--- config.mk ---
export PLATFORM = sky130hd
export DESIGN_NAME = data_interpreter
export DESIGN_NICKNAME = d
export VERILOG_FILES = /design/src/rtl/calc_pkg.sv /design/src/rtl/ascii_classify.sv /design/src/rtl/data_interpreter.sv
export SDC_FILE = /design/constraint.sdc
export NUM_CORES = 1
export LEC_CHECK = 0
export CAP_MARGIN = 10
export CELL_PAD_IN_SITES_DETAIL_PLACEMENT = 1
export CELL_PAD_IN_SITES_GLOBAL_PLACEMENT = 2
export CORE_ASPECT_RATIO = 0.6
export CORE_UTILIZATION = 31
export CTS_CLUSTER_DIAMETER = 200
export DETAILED_ROUTE_END_ITERATION = 16
export GPL_ROUTABILITY_DRIVEN = 0
export GPL_TIMING_DRIVEN = 0
export HOLD_SLACK_MARGIN = 0.05
export PLACE_DENSITY = 0.87
export SKIP_CTS_REPAIR_TIMING = 1
export SYNTH_ARGS = -nofsm -noshare
export SYNTH_HDL_FRONTEND = slang
export SYNTH_HIERARCHICAL = 1
export SYNTH_SLANG_ARGS = --single-unit
--- constraint.sdc ---
create_clock -name clk -period 2.3 [get_ports clk]
set_input_delay 0.46 -clock clk [delete_from_list [all_inputs] [get_ports clk]]
set_output_delay 0.46 -clock clk [all_outputs]
set_load 0.005 [all_outputs]
--- src/rtl/calc_pkg.sv ---
// rtl/calc_pkg.sv - shared encodings for the calculator keyboard front end
package calc_pkg;

    localparam int MAX_DIGITS_DEF = 3;

    typedef enum logic [2:0] {
        MODE_NONE = 3'd0,
        MODE_ADD  = 3'd1,
        MODE_SUB  = 3'd2,
        MODE_MUL  = 3'd3,
        MODE_DIV  = 3'd4
    } mode_e;

    typedef enum logic [1:0] {
        VC_IDLE = 2'b00,
        VC_OK   = 2'b01,
        VC_OVF  = 2'b10,
        VC_INV  = 2'b11
    } vc_e;

    typedef enum logic [2:0] {
        CL_NONE,
        CL_DIGIT,
        CL_OP,
        CL_BS,
        CL_PRINT,
        CL_CLEAR,
        CL_INV
    } class_e;

    typedef struct packed {
        class_e     cls;
        logic [3:0] digit;
        mode_e      mode;
    } char_info_t;

    localparam logic [6:0] CH_BS    = 7'd8;
    localparam logic [6:0] CH_ENTER = 7'd13;
    localparam logic [6:0] CH_EQ    = 7'd61;
    localparam logic [6:0] CH_ZERO  = 7'd48;
    localparam logic [6:0] CH_NINE  = 7'd57;
    localparam logic [6:0] CH_PLUS  = 7'd43;
    localparam logic [6:0] CH_MINUS = 7'd45;
    localparam logic [6:0] CH_STAR  = 7'd42;
    localparam logic [6:0] CH_SLASH = 7'd47;
    localparam logic [6:0] CH_A     = 7'd97;
    localparam logic [6:0] CH_S     = 7'd115;
    localparam logic [6:0] CH_M     = 7'd109;
    localparam logic [6:0] CH_D     = 7'd100;
    localparam logic [6:0] CH_C     = 7'd99;

endpackage

--- src/rtl/ascii_classify.sv ---
// rtl/ascii_classify.sv - combinational character classifier
module ascii_classify
    import calc_pkg::*;
(
    input  logic [12:0] ascii_in,
    output char_info_t  info
);

    logic [6:0] code;
    logic [6:0] folded;
    logic [6:0] digit_off;

    always_comb begin
        code      = ascii_in[6:0];
        digit_off = code - CH_ZERO;
        // uppercase letters fold onto lowercase so one table serves both
        folded    = (code >= 7'd65 && code <= 7'd90) ? (code | 7'h20) : code;

        info.cls   = CL_INV;
        info.digit = 4'd0;
        info.mode  = MODE_NONE;

        if (ascii_in == 13'd0) begin
            info.cls = CL_NONE;
        end else if (ascii_in[12:7] != 6'd0) begin
            info.cls = CL_INV;
        end else if (code >= CH_ZERO && code <= CH_NINE) begin
            info.cls   = CL_DIGIT;
            info.digit = digit_off[3:0];
        end else begin
            case (folded)
                CH_A, CH_PLUS: begin
                    info.cls  = CL_OP;
                    info.mode = MODE_ADD;
                end
                CH_S, CH_MINUS: begin
                    info.cls  = CL_OP;
                    info.mode = MODE_SUB;
                end
                CH_M, CH_STAR: begin
                    info.cls  = CL_OP;
                    info.mode = MODE_MUL;
                end
                CH_D, CH_SLASH: begin
                    info.cls  = CL_OP;
                    info.mode = MODE_DIV;
                end
                CH_BS:           info.cls = CL_BS;
                CH_ENTER, CH_EQ: info.cls = CL_PRINT;
                CH_C:            info.cls = CL_CLEAR;
                default:         info.cls = CL_INV;
            endcase
        end
    end

endmodule

--- src/rtl/data_interpreter.sv ---
// rtl/data_interpreter.sv - keyboard character decoder and operand accumulator
module data_interpreter
    import calc_pkg::*;
#(
    parameter int MAX_DIGITS = MAX_DIGITS_DEF
) (
    input  logic        clk,
    input  logic        rst,
    input  logic [12:0] ASCII_in,
    output logic [2:0]  modeSelect,
    output logic [1:0]  validCheck,
    output logic [9:0]  numOut,
    output logic        printEnable
);

    localparam int CW = $clog2(MAX_DIGITS + 1);

    char_info_t  info;
    logic [12:0] last_code_q, last_code_d;
    logic [CW-1:0] digit_cnt_q, digit_cnt_d;
    logic        new_entry_q, new_entry_d;
    mode_e       mode_q, mode_d;
    vc_e         vc_q, vc_d;
    logic [9:0]  num_q, num_d;
    logic        print_q, print_d;
    logic        process;

    ascii_classify u_classify (
        .ascii_in (ASCII_in),
        .info     (info)
    );

    assign process = (ASCII_in != last_code_q) && (info.cls != CL_NONE);

    always_comb begin
        last_code_d = ASCII_in;
        digit_cnt_d = digit_cnt_q;
        new_entry_d = new_entry_q;
        mode_d      = mode_q;
        vc_d        = vc_q;
        num_d       = num_q;
        print_d     = 1'b0;

        if (process) begin
            case (info.cls)
                CL_DIGIT: begin
                    vc_d = VC_OK;
                    if (new_entry_q) begin
                        num_d       = {6'd0, info.digit};
                        digit_cnt_d = CW'(1);
                        new_entry_d = 1'b0;
                    end else if (digit_cnt_q < CW'(MAX_DIGITS)) begin
                        // digit_cnt below the limit bounds num_q*10+d within 10 bits
                        num_d       = num_q * 10'd10 + {6'd0, info.digit};
                        digit_cnt_d = digit_cnt_q + CW'(1);
                    end else begin
                        vc_d = VC_OVF;
                    end
                end
                CL_OP: begin
                    mode_d      = info.mode;
                    vc_d        = VC_OK;
                    new_entry_d = 1'b1;
                end
                CL_BS: begin
                    num_d = num_q / 10'd10;
                    if (digit_cnt_q != '0)
                        digit_cnt_d = digit_cnt_q - CW'(1);
                    vc_d = VC_OK;
                end
                CL_PRINT: begin
                    print_d     = 1'b1;
                    vc_d        = VC_OK;
                    new_entry_d = 1'b1;
                end
                CL_CLEAR: begin
                    num_d       = 10'd0;
                    mode_d      = MODE_NONE;
                    digit_cnt_d = '0;
                    new_entry_d = 1'b1;
                    vc_d        = VC_OK;
                end
                default: vc_d = VC_INV;
            endcase
        end
    end

    always_ff @(posedge clk or posedge rst) begin
        if (rst) begin
            last_code_q <= 13'd0;
            digit_cnt_q <= '0;
            new_entry_q <= 1'b1;
            mode_q      <= MODE_NONE;
            vc_q        <= VC_IDLE;
            num_q       <= 10'd0;
            print_q     <= 1'b0;
        end else begin
            last_code_q <= last_code_d;
            digit_cnt_q <= digit_cnt_d;
            new_entry_q <= new_entry_d;
            mode_q      <= mode_d;
            vc_q        <= vc_d;
            num_q       <= num_d;
            print_q     <= print_d;
        end
    end

    assign modeSelect  = mode_q;
    assign validCheck  = vc_q;
    assign numOut      = num_q;
    assign printEnable = print_q;

endmodule

==> results of run 1 <==
==> cells by family after synthesis <==
group / after synthesis
AND/OR/NAND/NOR: 124
AO/OA/AOI/OAI: 107
buffers and inverters: 40
flip-flops: 32
XOR/XNOR: 31
adder cells (fa/ha/maj): 19
multiplexers: 6
==> sequential cells by signal, summed over array words and instances (netlist names) <==
register     count
modeSelect       3
printEnable      1
validCheck       2
last_code_q     13
new_entry_q      1
numOut          10
digit_cnt_q      2
==> path summary, 6_finish.rpt <==
path,from,endpoint,slack [ps]
hold / removal,ASCII_in[1],last_code_q[1],300
setup reg to reg,numOut[3],numOut[9],-360
hold reg to reg,validCheck[1],validCheck[1],520
setup / recovery,ASCII_in[1],numOut[9],-450
max in group asynchronous,rst,new_entry_q,1180
min in group asynchronous,rst,numOut[0],530
==> placed cells by master (no fill, tap or decap), drive strengths merged, types with 8 or more instances in the layout <==
| cell | n |
|---|---|
| o21ai | 23 |
| xor2 | 14 |
| dfrtp | 31 |
| nor2 | 33 |
| clkdlybuf4s50 | 17 |
| nand2 | 35 |
| clkbuf | 19 |
| buf | 43 |
| dlymetal6s2s | 8 |
| xnor2 | 17 |
| inv | 17 |
| a21oi | 29 |
| ha | 17 |
==> metrics by stage <==
step           setup TNS [ps]  setup WS [ps]
2_1_floorplan           -5000           -448
3_3_place_gp           -21040          -1330
3_5_place_dp           -21450          -1390
4_1_cts                -16490          -1160
5_1_grt                 -6440           -605
6_report                -5250           -451
==> report_power, final <==
group          internal, mW  switching, mW  total [mW]  leakage (nW)
combinational         0.112          0.120       0.232          1.28
clock                 0.570          0.257       0.828        0.0901
sequential            0.588         0.0173       0.606         0.378
==> per-layer routing <==
metal | vias to the layer above | global-route usage
met5 | - | 0
met4 | 0 | 0.0318
met3 | 6 | 0.0379
li1 | 1434 | -
met1 | 1506 | 0.299
met2 | 45 | 0.274
==> final cells by class <==
| cell class | count | area [sq um] | share of cell area |
|---|---|---|---|
| flip-flops and latches | 32 | 806 | 0.188 |
| inverters | 17 | 68.8 | 0.0160 |
| plain buffers | 22 | 185 | 0.0431 |
| well taps | 130 | 163 | 0.0379 |
| clock buffers | 7 | 153 | 0.0356 |
| clock inverters | 1 | 30.0 | 0.00700 |
| multi-input cells | 288 | 2310 | 0.539 |
| repair buffers | 58 | 574 | 0.134 |
==> worst max-delay path, cell delays in order <==
cell and delay (ps):
buf_8 100, buf_8 120, o21ai_2 120, nand4b_1 200, nor2_2 180, and2_4 170
ha_4 130, inv_2 40, fa_2 390, nor2b_4 140, o21ai_2 70, nand2b_4 160
nor3_4 170, xnor2_1 150, xnor2_1 110, o31ai_1 210
==> results.sh, run 1 <==
export IMPL_power_density_mw_per_mm2=388
export IMPL_violations="negative setup slack"
export IMPL_worst_slew_pin_slew_ps=550
export IMPL_slew_viol_final=0
export IMPL_path_clk_slew_ps=50
export IMPL_cts_sinks=32
export IMPL_relSlewSlack=0.633
export IMPL_viasPerCell=5.39
export IMPL_met1_length_microns=5180
export IMPL_synth_largest_area_cell="dfrtp_1"
export IMPL_status="complete, but fails checks"
export IMPL_synth_cell_type_count=73
export IMPL_syn_area_sq_mm=0.00296
export IMPL_wl_met2_microns=4450
export IMPL_startpoint_type="primary input"
export IMPL_io_pins=31
export IMPL_place_area_sq_mm=0.00360
export IMPL_ys_warn_count=6
export IMPL_drive_gt1_frac=0.334
export IMPL_r2r_cells=11
export IMPL_synth_adder_area_share=0.0853
export IMPL_syn_avg_cell_area_sq_um=8.25
export IMPL_synth_xor_area_share=0.0942
export IMPL_cts_tree="done"
export IMPL_placedCellCount=520
export IMPL_vdd_drop_max_mv=0.232
export IMPL_dieArea_sq_mm=0.00996
export IMPL_final_util=0.465
export IMPL_hold_violations=0
export IMPL_grt_pass1_wl_microns=15000
export IMPL_syn_num_nets=393
export IMPL_drc_errors=0
export IMPL_min_period_over_period=1.20
export IMPL_ys_flop_type="dfrtp_1"
export IMPL_vias=2991
export IMPL_initial_core_util=0.321
export IMPL_h_tree_depth=2
export IMPL_cts_inserted_buffers=5
export IMPL_final_area_sq_mm=0.00429
export IMPL_coreArea_sq_mm=0.00922
export IMPL_die_width_microns=128
export IMPL_skew_ps=3.50
export IMPL_drt_pass1_iterations=4
export IMPL_crit_path_end_kind="register"
export IMPL_ant_nets=0
export IMPL_synth_top_cell_area_share=0.262
export IMPL_muxShareOfSynthArea=0.0220
export IMPL_routed_top_layer="met4"
export IMPL_syn2layout_area_growth_pct=45.0
export IMPL_grt_total_usage=0.193
export IMPL_grt_pass1_vias=2898
export IMPL_grt_max_degree=22
export IMPL_ys_ff_latch=32
export IMPL_antenna_found_initial=0
export IMPL_synth_async_reset_ratio=1.00
export IMPL_clk_path_buf_depth=2
export IMPL_yosys_top_cells_area="dfrtp_1, ha_1, a21oi_1, xnor2_1, nand2_1"
export IMPL_grt_overflow=0
export IMPL_synth_edff_count=0
export IMPL_wl_per_cell_microns=18.1
export IMPL_drtIter0Drc=133
export IMPL_finalSetupViolCount=18
export IMPL_cts_root_buf="clkbuf_16"
export IMPL_worstPathRequired_ps=2480
export IMPL_dp_hpwl_microns=6960
export IMPL_layout_cells_non_filler=555
export IMPL_fillers=1054
export IMPL_rsz0062_at_grt="yes"
export IMPL_drv_cap=0
export IMPL_total_leakage_power_nw=1.75
export IMPL_synth_simple_area_share=0.218
export IMPL_fmax_mhz=364
export IMPL_synth_compound_area_frac=0.245
export IMPL_antenna_cells=0
export IMPL_path_class="in2reg"
export IMPL_crit_arrival_ps=2930
export IMPL_whs_ps=301
export IMPL_synth_top_family_by_area="compound AO/OA/AOI/OAI gates"
export IMPL_hold_depth=1
export IMPL_cp_max_fo=7
export IMPL_total_power_mw=1.67
export IMPL_die_h_microns=77.7
export IMPL_clkLatencyLatePin_ps=280
export IMPL_routed_wl_microns=10000
export IMPL_yosysMostFrequentCell="nand2_1"
export IMPL_synth_common_cells="nand2_1, nor2_1, dfrtp_1"
export IMPL_port_buffers=30
export IMPL_syn_inst=359
export IMPL_ys_seq_area_frac=0.271
export IMPL_row_count=27
export IMPL_hold_class="in2reg"
export IMPL_setup_ws_ps=-451
export IMPL_nets=458
export IMPL_wl_met3_microns=380
export IMPL_fin_crit_ps=2750
Note: power is estimated with default switching activity, not from simulation.
==> run 2, diff against run 1 <==
CTS_BUF_LIST = sky130_fd_sc_hd__clkbuf_16   (was not set)
RECOVER_POWER = 25   (was not set)
TNS_END_PERCENT = 10   (was not set)
==> results.sh, run 2 (synthesis gave the netlist of run 1 again) <==
export IMPL_syn2layout_area_growth_pct=36.2
export IMPL_mostFrequentLayoutCell="nand2_1"
export IMPL_die_h_microns=77.7
export IMPL_drc_errors=0
export IMPL_path_class="in2reg"
export IMPL_layout_common_cells="nand2_1, dfrtp_1, a21oi_1"
export IMPL_r2r_end="numOut[9]"
export IMPL_slew_viol_final=0
export IMPL_path_buf_inv=4
export IMPL_cp_startpoint="ASCII_in[0]"
export IMPL_crit_arrival_ps=3010
export IMPL_total_leakage_power_nw=1.64
export IMPL_min_from="ASCII_in[1]"
export IMPL_skew_ps=5.83
export IMPL_critPathTopFamily="simple AND/OR/NAND/NOR gates"
export IMPL_power_density_mw_per_mm2=388
export IMPL_clk_path_buf_depth=2
export IMPL_crit_path_end_kind="register"
export IMPL_die_width_microns=128
export IMPL_cp_slowest_cell="or4_1"
export IMPL_initial_core_util=0.321
export IMPL_largest_register="last_code_q"
export IMPL_grt_max_degree=21
export IMPL_cts_tree="done"
export IMPL_drive_gt1_frac=0.257
export IMPL_violations="negative setup slack"
export IMPL_r2r_slack_ps=-430
export IMPL_met1_length_microns=5000
export IMPL_fmax_mhz=351
export IMPL_cts_sinks=32
export IMPL_min_period_over_period=1.24
export IMPL_cts_root_buf="clkbuf_16"
export IMPL_grt_overflow=0
export IMPL_placedCellCount=520
export IMPL_drtIter0Drc=160
export IMPL_setup_ws_ps=-551
export IMPL_drv_cap=0
export IMPL_routed_top_layer="met4"
export IMPL_wl_met2_microns=4150
export IMPL_dp_hpwl_microns=6860
export IMPL_relSlewSlack=0.443
export IMPL_r2r_cells=11
export IMPL_cp_max_fo=8
export IMPL_layout_cells_non_filler=546
export IMPL_path_clk_slew_ps=60
export IMPL_status="complete, but fails checks"
export IMPL_grt_total_usage=0.191
export IMPL_ant_nets=0
export IMPL_row_count=27
export IMPL_worst_slew_pin_slew_ps=835
export IMPL_final_util=0.437
export IMPL_wl_per_cell_microns=17.7
export IMPL_coreArea_sq_mm=0.00922
export IMPL_wl_met3_microns=407
export IMPL_antenna_cells=0
export IMPL_hold_violations=0
export IMPL_nets=449
export IMPL_worstPathCellList="clkbuf_2 -> buf_6 -> or2_2 -> or4_1 -> a211oi_2 -> o21ai_0 -> buf_4 -> a21boi_2 -> a21boi_4 -> nand2_4 -> buf_12 -> mux2_2"
export IMPL_dieArea_sq_mm=0.00996
export IMPL_finalSetupTns_ps=-6720
export IMPL_hold_class="in2reg"
export IMPL_clkLatencyLatePin_ps=280
export IMPL_fillers=1077
export IMPL_largest_register_ffs=13
export IMPL_cp_num_cells=12
export IMPL_grt_pass1_wl_microns=15000
export IMPL_place_ws_ps=-1400
export IMPL_reg2reg_from="numOut[3]"
export IMPL_viasPerCell=5.38
export IMPL_finalSetupViolCount=19
export IMPL_io_pins=31
export IMPL_cpPeakStageDelay_ps=460
export IMPL_vias=2940
export IMPL_crit_end="numOut[4]"
export IMPL_worstPathRequired_ps=2460
export IMPL_cts_inserted_buffers=5
export IMPL_rsz0062_at_grt="yes"
export IMPL_whs_ps=301
export IMPL_startpoint_type="primary input"
export IMPL_routed_wl_microns=9660
export IMPL_drt_pass1_iterations=4
export IMPL_h_tree_depth=2
export IMPL_port_buffers=30
export IMPL_fin_crit_ps=2850
export IMPL_antenna_found_initial=0
export IMPL_grt_pass1_vias=2884
export IMPL_vdd_drop_max_mv=0.228
run 2: metal layers:
metal,global-route usage,up-vias
met5,0,-
met4,0.0306,0
met3,0.0338,12
met2,0.275,54
met1,0.296,1465
li1,-,1409
run 2: layout make-up:
| cell class | count | area, sq um | share of cell area |
|---|---|---|---|
| sequential | 32 | 805 | 0.199 |
| clock buffer | 5 | 125 | 0.0310 |
| tap | 130 | 163 | 0.0403 |
| inverter | 17 | 63.8 | 0.0158 |
| buffer | 23 | 171 | 0.0425 |
| timing repair buffer | 49 | 474 | 0.118 |
| clock inverter | 3 | 37.5 | 0.00931 |
| multi-input combinational | 287 | 2190 | 0.544 |
run 2: metrics by stage:
stage               total power, mW  area, sq um
CTS                            1.56         3660
finish                         1.56         4030
floorplan                     0.709         3020
detailed placement            0.796         3490
global placement              0.787         3480
global route                   1.63         4030
run 2: worst min-delay path by stage:
stage,to,slack (ps),cells past startpoint
floorplan,last_code_q[0],490,0
global placement,validCheck[1],510,1
CTS,validCheck[1],530,1
global route,last_code_q[1],290,1
finish,last_code_q[1],300,1
detailed placement,validCheck[1],520,1
run 2: power breakdown:
| part | switching, mW | internal, mW | total [mW] |
|---|---|---|---|
| logic | 0.113 | 0.0968 | 0.210 |
| registers | 0.0144 | 0.589 | 0.603 |
| clock network | 0.248 | 0.503 | 0.751 |
